--- src/rtl/run_ctrl_pkg.sv ---
// ----------------------------------------------------------------------------
// run_ctrl_pkg
// Shared types and default constants for the run controller.
//   run_state_t     : controller state encoding (IDLE, CLEAR, RUN, DONE)
//   RC_D_DEF        : default program-counter width
//   RC_DONE_PC_DEF  : default end-of-program PC value
//   RC_CW_DEF       : default cycle-counter width
// These defaults are shared with top_level so both agree on the PC width
// and the completion address.
// ----------------------------------------------------------------------------
package run_ctrl_pkg;

    typedef enum logic [1:0] {
        IDLE  = 2'd0,
        CLEAR = 2'd1,
        RUN   = 2'd2,
        DONE  = 2'd3
    } run_state_t;

    localparam int unsigned RC_D_DEF       = 12;
    localparam int unsigned RC_DONE_PC_DEF = 128;
    localparam int unsigned RC_CW_DEF      = 16;

endpackage : run_ctrl_pkg

--- src/rtl/run_ctrl_sat_counter.sv ---
// ----------------------------------------------------------------------------
// sat_counter
// Saturating up-counter with synchronous clear and count enable.
// Ports:
//   clk     in  1 : clock, rising edge
//   rst_n   in  1 : asynchronous active-low reset, count -> 0
//   i_clr   in  1 : synchronous clear (takes priority over i_en)
//   i_en    in  1 : increment enable
//   o_count out W : current count; sticks at all-ones instead of wrapping
// ----------------------------------------------------------------------------
module sat_counter #(
    parameter int unsigned W = 16
) (
    input  logic         clk,
    input  logic         rst_n,
    input  logic         i_clr,
    input  logic         i_en,
    output logic [W-1:0] o_count
);

    logic [W-1:0] r_count;
    logic [W-1:0] w_count_next;
    logic         w_full;

    assign w_full = &r_count;

    always_comb begin
        w_count_next = r_count;
        if (i_clr) begin
            w_count_next = '0;
        end else if (i_en && !w_full) begin
            w_count_next = r_count + W'(1);
        end
    end

    always_ff @(posedge clk or negedge rst_n) begin
        if (!rst_n) begin
            r_count <= '0;
        end else begin
            r_count <= w_count_next;
        end
    end

    assign o_count = r_count;

endmodule : sat_counter

--- src/rtl/run_ctrl.sv ---
// ----------------------------------------------------------------------------
// run_ctrl
// Sequences the single-cycle core through one program execution per request.
// Holds the core in reset while idle, releases it for a run, stops when the
// PC reaches DONE_PC and counts the RUN cycles of each run.
//
// Optional feature macro: RUN_CTRL_WDOG_EN
//   When defined, a watchdog ends a run in DONE with timeout=1 once the
//   RUN-cycle count reaches WDOG_LIMIT. When undefined, timeout is tied to 0.
//
// Ports:
//   clk        in  1  : clock, rising edge
//   reset      in  1  : asynchronous active-low reset
//   req        in  1  : run request (level)
//   prog_ctr   in  D  : current core PC
//   core_reset out 1  : synchronous reset to the core, active-high
//   core_run   out 1  : core clock enable
//   busy       out 1  : high in CLEAR and RUN
//   done       out 1  : run finished, held until req drops
//   timeout    out 1  : last run ended by the watchdog
//   cycles     out CW : RUN cycles of the current/last run (saturating)
// ----------------------------------------------------------------------------
module run_ctrl
    import run_ctrl_pkg::*;
#(
    parameter int unsigned D          = RC_D_DEF,
    parameter int unsigned DONE_PC    = RC_DONE_PC_DEF,
    parameter int unsigned CW         = RC_CW_DEF,
    parameter int unsigned WDOG_LIMIT = 16'hFFFF
) (
    input  logic          clk,
    input  logic          reset,
    input  logic          req,
    input  logic [D-1:0]  prog_ctr,
    output logic          core_reset,
    output logic          core_run,
    output logic          busy,
    output logic          done,
    output logic          timeout,
    output logic [CW-1:0] cycles
);

    run_state_t    r_state;
    run_state_t    w_next_state;
    logic          w_pc_hit;
    logic          w_wdog_hit;
    logic          w_cnt_clr;
    logic          w_cnt_en;
    logic [CW-1:0] w_cycles;

    // Full-width equality; DONE_PC is required to fit in D bits.
    assign w_pc_hit = (prog_ctr == D'(DONE_PC));

    assign w_cnt_clr = (r_state == CLEAR);
    assign w_cnt_en  = (r_state == RUN);

    sat_counter #(
        .W (CW)
    ) u_cycles (
        .clk     (clk),
        .rst_n   (reset),
        .i_clr   (w_cnt_clr),
        .i_en    (w_cnt_en),
        .o_count (w_cycles)
    );

    assign cycles = w_cycles;

`ifdef RUN_CTRL_WDOG_EN
    logic [CW-1:0] w_cycles_inc;
    logic          r_timeout;

    // The watchdog compares against the count this RUN cycle is about to
    // write, so a limit of N ends the run after exactly N RUN cycles.
    assign w_cycles_inc = (&w_cycles) ? w_cycles : (w_cycles + CW'(1));
    assign w_wdog_hit   = (w_cycles_inc == CW'(WDOG_LIMIT));

    // Set only when the watchdog actually causes RUN -> DONE: an abort or
    // a coincident PC match both take precedence and leave timeout at 0.
    always_ff @(posedge clk or negedge reset) begin
        if (!reset) begin
            r_timeout <= 1'b0;
        end else if (r_state == CLEAR) begin
            r_timeout <= 1'b0;
        end else if ((r_state == RUN) && req && !w_pc_hit && w_wdog_hit) begin
            r_timeout <= 1'b1;
        end
    end

    assign timeout = r_timeout;
`else
    assign w_wdog_hit = 1'b0;
    assign timeout    = 1'b0;
`endif

    // State register
    always_ff @(posedge clk or negedge reset) begin
        if (!reset) begin
            r_state <= IDLE;
        end else begin
            r_state <= w_next_state;
        end
    end

    // Next-state logic; in RUN an abort outranks every completion source.
    always_comb begin
        w_next_state = r_state;
        case (r_state)
            IDLE: begin
                if (req) begin
                    w_next_state = CLEAR;
                end
            end
            CLEAR: begin
                w_next_state = req ? RUN : IDLE;
            end
            RUN: begin
                if (!req) begin
                    w_next_state = IDLE;
                end else if (w_pc_hit || w_wdog_hit) begin
                    w_next_state = DONE;
                end
            end
            DONE: begin
                if (!req) begin
                    w_next_state = IDLE;
                end
            end
            default: begin
                w_next_state = IDLE;
            end
        endcase
    end

    // Moore outputs. In DONE the core is neither reset nor clocked so its
    // final state stays visible for inspection.
    always_comb begin
        core_reset = 1'b0;
        core_run   = 1'b0;
        busy       = 1'b0;
        done       = 1'b0;
        case (r_state)
            IDLE: begin
                core_reset = 1'b1;
            end
            CLEAR: begin
                core_reset = 1'b1;
                busy       = 1'b1;
            end
            RUN: begin
                core_run = 1'b1;
                busy     = 1'b1;
            end
            DONE: begin
                done = 1'b1;
            end
            default: begin
                core_reset = 1'b1;
            end
        endcase
    end

endmodule : run_ctrl

--- config.mk ---
export PLATFORM = sky130hd
export DESIGN_NAME = run_ctrl
export DESIGN_NICKNAME = d
export VERILOG_FILES = /design/src/rtl/run_ctrl_pkg.sv /design/src/rtl/run_ctrl_sat_counter.sv /design/src/rtl/run_ctrl.sv
export SDC_FILE = /design/constraint.sdc
export NUM_CORES = 1
export LEC_CHECK = 0
export CORE_MARGIN = 1.5
export CORE_UTILIZATION = 41
export DETAILED_ROUTE_END_ITERATION = 10
export PLACE_DENSITY_LB_ADDON = 0.2
export SYNTH_ARGS = -nofsm -noshare
export SYNTH_HDL_FRONTEND = slang
export SYNTH_SLANG_ARGS = --single-unit
--- constraint.sdc ---
create_clock -name clk -period 1.7 [get_ports clk]
set_input_delay 0.51 -clock clk [delete_from_list [all_inputs] [get_ports clk]]
set_output_delay 0.51 -clock clk [all_outputs]
set_load 0.005 [all_outputs]
==> flow_metrics.env, run 1 <==
export IMPL_grt_setup_unrepaired="true"
export IMPL_yosys_top_cells_area="dfrtp_1 39%, o31ai_1 5.8%, a21oi_1 5.6%"
export IMPL_r2r_start="u_cycles.o_count[0]"
export IMPL_avgSynthCellArea_um2=9.249
export IMPL_crit_chain="ha_2 > nand4_1 > buf_4 > nor4_4 > buf_4 > or4_4 > a21oi_2"
export IMPL_fmax_ghz=0.5373
export IMPL_clock_path_buffers=2
export IMPL_crit_family="simple AND/OR/NAND/NOR gates"
export IMPL_power_density_nw_per_um2=768.4
export IMPL_post_route_drc_count=0
export IMPL_die_area_um2=3147
export IMPL_arrival_ns=2.05
export IMPL_dp_hpwl_mm=2.308
export IMPL_max_cap_violations=0
export IMPL_grt_first_pass_wirelength_mm=6.272
export IMPL_clkSlewWorstSetupHoldPaths_ns=0.12
export IMPL_fin_ws_ns=-0.1611
export IMPL_ys_ff_latch=18
export IMPL_reg2reg_to="u_cycles.o_count[3]"
export IMPL_fp_dieW_um=56.10
export IMPL_cp_num_cells=7
export IMPL_worstPathRequired_ns=1.89
export IMPL_r2r_cells=7
export IMPL_cts_root_buf="clkbuf_4"
export IMPL_hold_violations=0
export IMPL_tns_ns=-1.967
export IMPL_yosysTopAreaCellShare=0.3896
export IMPL_vias=1419
export IMPL_path_buf_inv=2
export IMPL_grt_overflow=0
export IMPL_grt_pass1_vias=1352
export IMPL_via_per_inst=5.888
export IMPL_endpoint_kind="flop"
export IMPL_finalCritPeriodShare=1.095
export IMPL_cpMaxStageDelayCell="nor4_4"
export IMPL_fin_crit_ns=1.861
export IMPL_post_place_ws_ns=-0.3318
export IMPL_drive_gt1_frac=0.5286
export IMPL_yosysUniqueCellTypes=38
export IMPL_cts_buffers=3
export IMPL_ant_nets=0
export IMPL_synth_top_area_cell="dfrtp_1"
export IMPL_drt_iter0_drc=77
export IMPL_cts_tree="yes"
export IMPL_rows=19
export IMPL_die_h_um=56.10
export IMPL_synthCells=125
export IMPL_setup_viol=18
export IMPL_design_area_um2=2190
export IMPL_routed_wl_mm=4.384
export IMPL_nNetsFinal=231
export IMPL_crit_path_frequent_cell="buf_4"
export IMPL_syn_to_final_growth_pct=89.39
export IMPL_ios=36
export IMPL_numClockSinks=18
export IMPL_grt_max_degree=22
export IMPL_worstSetupStartpointType="flop"
export IMPL_status="complete, but fails checks"
export IMPL_globalplace_congestion=0.8403
export IMPL_cts_htree_levels=1
export IMPL_diodes=0
export IMPL_ff2ff_setup_slack_ns=-0.16
export IMPL_power_leakage_nw=1.069
export IMPL_fp_coreArea_um2=2710
export IMPL_clock_latency_ns=0.30
export IMPL_yosys_warnings=0
export IMPL_worst_path_largest_cell_delay_ns=0.42
export IMPL_report_final_slew_viol_count=0
export IMPL_track_usage=0.2493
export IMPL_violations="setup timing"
export IMPL_syn_num_nets=145
export IMPL_place_area_um2=1749
export IMPL_skew_ns=0.002571
export IMPL_antenna_found_initial=0
export IMPL_ir_worst_vdd_uv=1153
export IMPL_path_class="reg2reg"
export IMPL_hold_path_class="in2async"
export IMPL_start_util=0.4266
export IMPL_first_pass_iters=4
export IMPL_crit_fanout=5
export IMPL_io_buffers=34
export IMPL_wl_per_cell_um=18.19
export IMPL_fin_util=0.8079
export IMPL_mappedNetlistArea_um2=1156
export IMPL_ys_seq_area_frac=0.3896
-- final cells by class --
class / count / area (µm²)
Tap cell: 31 / 38.79
Fill cell: 160 / 520.5
Multi-Input combinational cell: 97 / 889.6
Timing Repair Buffer: 86 / 744.5
Sequential cell: 18 / 454.2
Clock buffer: 4 / 36.28
Inverter: 5 / 26.28
-- metrics by stage --
stage	power, mW	hold WS [ns]	cells
6_report	1.682	0.5211	241
3_5_place_dp	1.198	0.5685	214
2_1_floorplan	0.8096	0.2144	125
5_1_grt	1.752	0.5423	241
3_3_place_gp	1.164	0.5536	214
4_1_cts	1.522	0.5343	238
-- synthesized netlist by cell type --
library cell	number
ha_1	5
buf_2	1
o31ai_1	9
nor3_1	3
inv_1	5
nor4_2	1
o21bai_1	1
dfrtp_1	18
o21a_1	1
conb_1	1
nor4b_2	1
buf_4	2
or2_2	2
nand3_2	1
or2_4	1
mux2i_1	1
nand2_1	5
nand4_1	4
buf_6	1
or4_2	1
nand3_1	4
or3_1	1
nor2_1	9
o41ai_1	1
or4_1	8
nor4b_1	1
nor2b_1	3
nand4_2	1
and3_1	3
clkbuf_1	2
mux2_2	3
a31oi_1	2
o21ai_0	1
a21oi_1	13
o221ai_1	1
and2_1	1
nand2b_1	3
nor4_1	4
-- layout by cell type, fill, tap and decap left out, types with 4 or more instances in the layout --
| master | n |
|---|---|
| buf_4 | 47 |
| dfrtp_1 | 15 |
| clkdlybuf4s50_1 | 14 |
| nor2_1 | 8 |
| dlygate4sd2_1 | 8 |
| a21oi_2 | 7 |
| dlymetal6s2s_1 | 7 |
| a21oi_1 | 6 |
| buf_6 | 6 |
| o31ai_1 | 5 |
| or4_4 | 5 |
| nand4_1 | 4 |
| or4_1 | 4 |
-- metal layers --
metal | share of wire | vias to the layer above | global-route usage
met2 | 0.54 | 58 | 0.4689
met1 | 0.39 | 705 | 0.3019
met3 | 0.052 | 6 | 0.02558
met5 | 0 | - | 0
li1 | - | 650 | -
met4 | 0.013 | 0 | 0.05782
-- registers in the layout, indices dropped and copies added (netlist names) --
signal,count
r_state,2
u_cycles.o_count,16
-- cells by family after synthesis --
| family | Yosys count | share of synthesized area |
|---|---|---|
| flops | 18 | 0.3896 |
| other cells | 1 | 0.003244 |
| compound gates | 29 | 0.1580 |
| mux | 4 | 0.03788 |
| simple gates | 57 | 0.3074 |
| buf+inv | 11 | 0.04978 |
| fa+ha+maj | 5 | 0.05411 |
-- worst reg2reg max path, stage by stage, from the launching register on --
cell	delay [ns]
dfrtp_1	0.38
ha_2	0.20
nand4_1	0.16
buf_4	0.20
nor4_4	0.42
buf_4	0.22
or4_4	0.12
a21oi_2	0.05
-- worst max-delay path by stage --
stage / startpoint / to / slack [ns]
global placement: prog_ctr[2] / r_state[1] / -0.24
detailed placement: prog_ctr[5] / r_state[1] / -0.33
global route: u_cycles.o_count[0] / u_cycles.o_count[3] / -0.22
floorplan: r_state[0] / u_cycles.o_count[11] / -0.04
finish: u_cycles.o_count[0] / u_cycles.o_count[3] / -0.16
CTS: r_state[0] / core_reset / -0.14
-- repair_timing --
item                                    in CTS  in global routing
hold buffers                                 0                  0
endpoints found under the setup margin      32                 27
gates resized for setup                     55                 36
setup buffers                               20                  4
endpoints found under the hold margin        0                  0
pin swaps                                    7                 10
cloned                                       1                  0
-- report_power, final --
| part | switching, mW | internal [mW] | leakage, nW |
|---|---|---|---|
| combinational | 0.467 | 0.443 | 0.804 |
| clock | 0.155 | 0.131 | 0.0210 |
| sequential | 0.0261 | 0.461 | 0.244 |
Note: power is estimated with default switching activity, not from simulation.
==> inputs of run 2 (changes only) <==
--- a/config.mk
+++ b/config.mk
@@ -5,6 +5,7 @@
 export SDC_FILE = /design/constraint.sdc
 export NUM_CORES = 1
 export LEC_CHECK = 0
+export ABC_CLOCK_PERIOD_IN_PS = 1700
 export CORE_MARGIN = 1.5
 export CORE_UTILIZATION = 41
 export DETAILED_ROUTE_END_ITERATION = 10
==> results of run 2 <==
Same layout as run 1: the final DEF is identical, and so are final timing and power.
==> inputs of run 3 (changes only) <==
--- a/config.mk
+++ b/config.mk
@@ -5,9 +5,9 @@
 export SDC_FILE = /design/constraint.sdc
 export NUM_CORES = 1
 export LEC_CHECK = 0
-export ABC_CLOCK_PERIOD_IN_PS = 1700
+export ABC_CLOCK_PERIOD_IN_PS = 1850
 export CORE_MARGIN = 1.5
-export CORE_UTILIZATION = 41
+export CORE_UTILIZATION = 46
 export DETAILED_ROUTE_END_ITERATION = 10
 export PLACE_DENSITY_LB_ADDON = 0.2
 export SYNTH_ARGS = -nofsm -noshare
==> constraint.sdc (replaced) <==
create_clock -name clk -period 1.85 [get_ports clk]
set_input_delay 0.555 -clock clk [delete_from_list [all_inputs] [get_ports clk]]
set_output_delay 0.555 -clock clk [all_outputs]
set_load 0.005 [all_outputs]
==> flow_metrics.env, run 3 (synthesis gave the netlist of run 1 again) <==
export IMPL_status="complete, but fails checks"
export IMPL_violations="setup timing"
export IMPL_fillers=156
export IMPL_fp_dieW_um=53.13
export IMPL_grt_pass1_vias=1189
export IMPL_routed_wl_mm=3.485
export IMPL_holdWs_ns=0.5650
export IMPL_skew_ns=0.003749
export IMPL_globalplace_congestion=0.8495
export IMPL_finalCritPeriodShare=1.031
export IMPL_wl_per_cell_um=16.75
export IMPL_numClockSinks=18
export IMPL_seq_area_um2=462.9
export IMPL_hold_path_class="in2async"
export IMPL_drive_gt1_frac=0.4000
export IMPL_power_density_nw_per_um2=728.5
export IMPL_drt_iter0_drc=34
export IMPL_io_buffers=34
export IMPL_syn_to_final_growth_pct=60.61
export IMPL_grt_overflow=0
export IMPL_setup_viol=7
export IMPL_fin_ws_ns=-0.05764
export IMPL_report_final_slew_viol_count=0
export IMPL_dp_hpwl_mm=2.121
export IMPL_grt_setup_unrepaired="true"
export IMPL_worstPathRequired_ns=2.09
export IMPL_worstSetupStartpointType="flop"
export IMPL_hold_violations=0
export IMPL_fin_cells=208
export IMPL_fmax_ghz=0.5242
export IMPL_endpoint_kind="flop"
export IMPL_grt_max_degree=22
export IMPL_crit_chain="inv_2 > buf_6 > ha_4 > nand2_2 > or2_4 > or4_4 > a21oi_2"
export IMPL_place_area_um2=1588
export IMPL_nNetsFinal=202
export IMPL_grt_first_pass_wirelength_mm=5.216
export IMPL_ir_worst_vdd_uv=1202
export IMPL_final_cell_mix="28 x clkdlybuf4s50_1, 19 x buf_4, 10 x a21oi_1, 10 x dfrtp_2, 9 x nor2_1"
export IMPL_max_cap_violations=0
export IMPL_cpMaxStageDelayCell="or4_4"
export IMPL_die_area_um2=2823
export IMPL_cts_root_buf="clkbuf_4"
export IMPL_ant_nets=0
export IMPL_post_route_drc_count=0
export IMPL_cts_buffers=3
export IMPL_antenna_found_initial=0
export IMPL_worst_path_largest_cell_delay_ns=0.51
export IMPL_cts_htree_levels=1
export IMPL_ios=36
export IMPL_die_h_um=53.13
export IMPL_arrival_ns=2.15
export IMPL_diodes=0
export IMPL_power_leakage_nw=0.7449
export IMPL_start_util=0.5033
export IMPL_design_area_um2=1857
export IMPL_multi_input_area_um2=798.3
export IMPL_vias=1280
export IMPL_crit_fanout=6
export IMPL_clock_latency_ns=0.30
export IMPL_post_place_ws_ns=-0.1528
export IMPL_cts_tree="yes"
export IMPL_rows=17
export IMPL_path_class="reg2reg"
export IMPL_layout_commonest_cell="clkdlybuf4s50_1"
export IMPL_via_per_inst=6.154
export IMPL_largest_reg_flops=16
export IMPL_track_usage=0.2504
export IMPL_fin_crit_ns=1.908
export IMPL_place_inst=192
export IMPL_clock_path_buffers=2
export IMPL_clkSlewWorstSetupHoldPaths_ns=0.10
export IMPL_fp_coreArea_um2=2297
export IMPL_fin_util=0.8083
export IMPL_first_pass_iters=4
-- run 3: what timing repair did --
action | CTS | global route
pin swaps | 2 | 12
resized for setup | 24 | 36
buffers inserted | 3 | 10
hold buffers | 0 | 0
gates cloned | 1 | 0
setup endpoints to repair | 12 | 31
-- run 3: layout make-up --
class                           count  area share
Sequential cell                    18      0.2493
Timing Repair Buffer               57      0.2796
Tap cell                           28     0.01887
Inverter                            5     0.01011
Clock buffer                        3     0.01213
Multi-Input combinational cell     97      0.4299
-- run 3: worst paths after layout --
path,from,end,slack (ns),cells past startpoint
max,r_state[0],u_cycles.o_count[9],-0.06,7
min,reset,u_cycles.o_count[12],0.57,2
max reg2reg,r_state[0],u_cycles.o_count[9],-0.06,7
min reg2reg,u_cycles.o_count[1],u_cycles.o_count[1],0.59,2
max in group asynchronous,reset,r_state[0],1.06,2
min in group clk,u_cycles.o_count[1],u_cycles.o_count[1],0.59,2
-- run 3: critical path: cells and delay by family, from the launching register on --
family / cells / cell delay [ns]
compound gates: 1 / 0.12
fa+ha+maj: 1 / 0.16
buf+inv: 2 / 0.20
flops: 1 / 0.46
simple gates: 3 / 0.90
-- run 3: per-layer routing --
layer | vias up | track usage | routed length [µm]
met1 | 620 | 0.3034 | 1423
li1 | 589 | - | -
met5 | - | 0 | 0
met4 | 0 | 0.08974 | 73
met2 | 62 | 0.4333 | 1705
met3 | 9 | 0.05367 | 283
-- run 3: where the power goes --
part           internal (mW)  switching [mW]  total (mW)
Clock                 0.0762           0.129       0.205
Sequential             0.426          0.0384       0.464
Combinational          0.363           0.320       0.683
-- run 3: through the flow --
stage	TNS [ns]	power [mW]
2_1_floorplan	0	0.7404
3_3_place_gp	-0.3262	1.011
3_5_place_dp	-0.4431	1.035
4_1_cts	-0.08909	1.235
5_1_grt	-0.7886	1.441
6_report	-0.2173	1.353
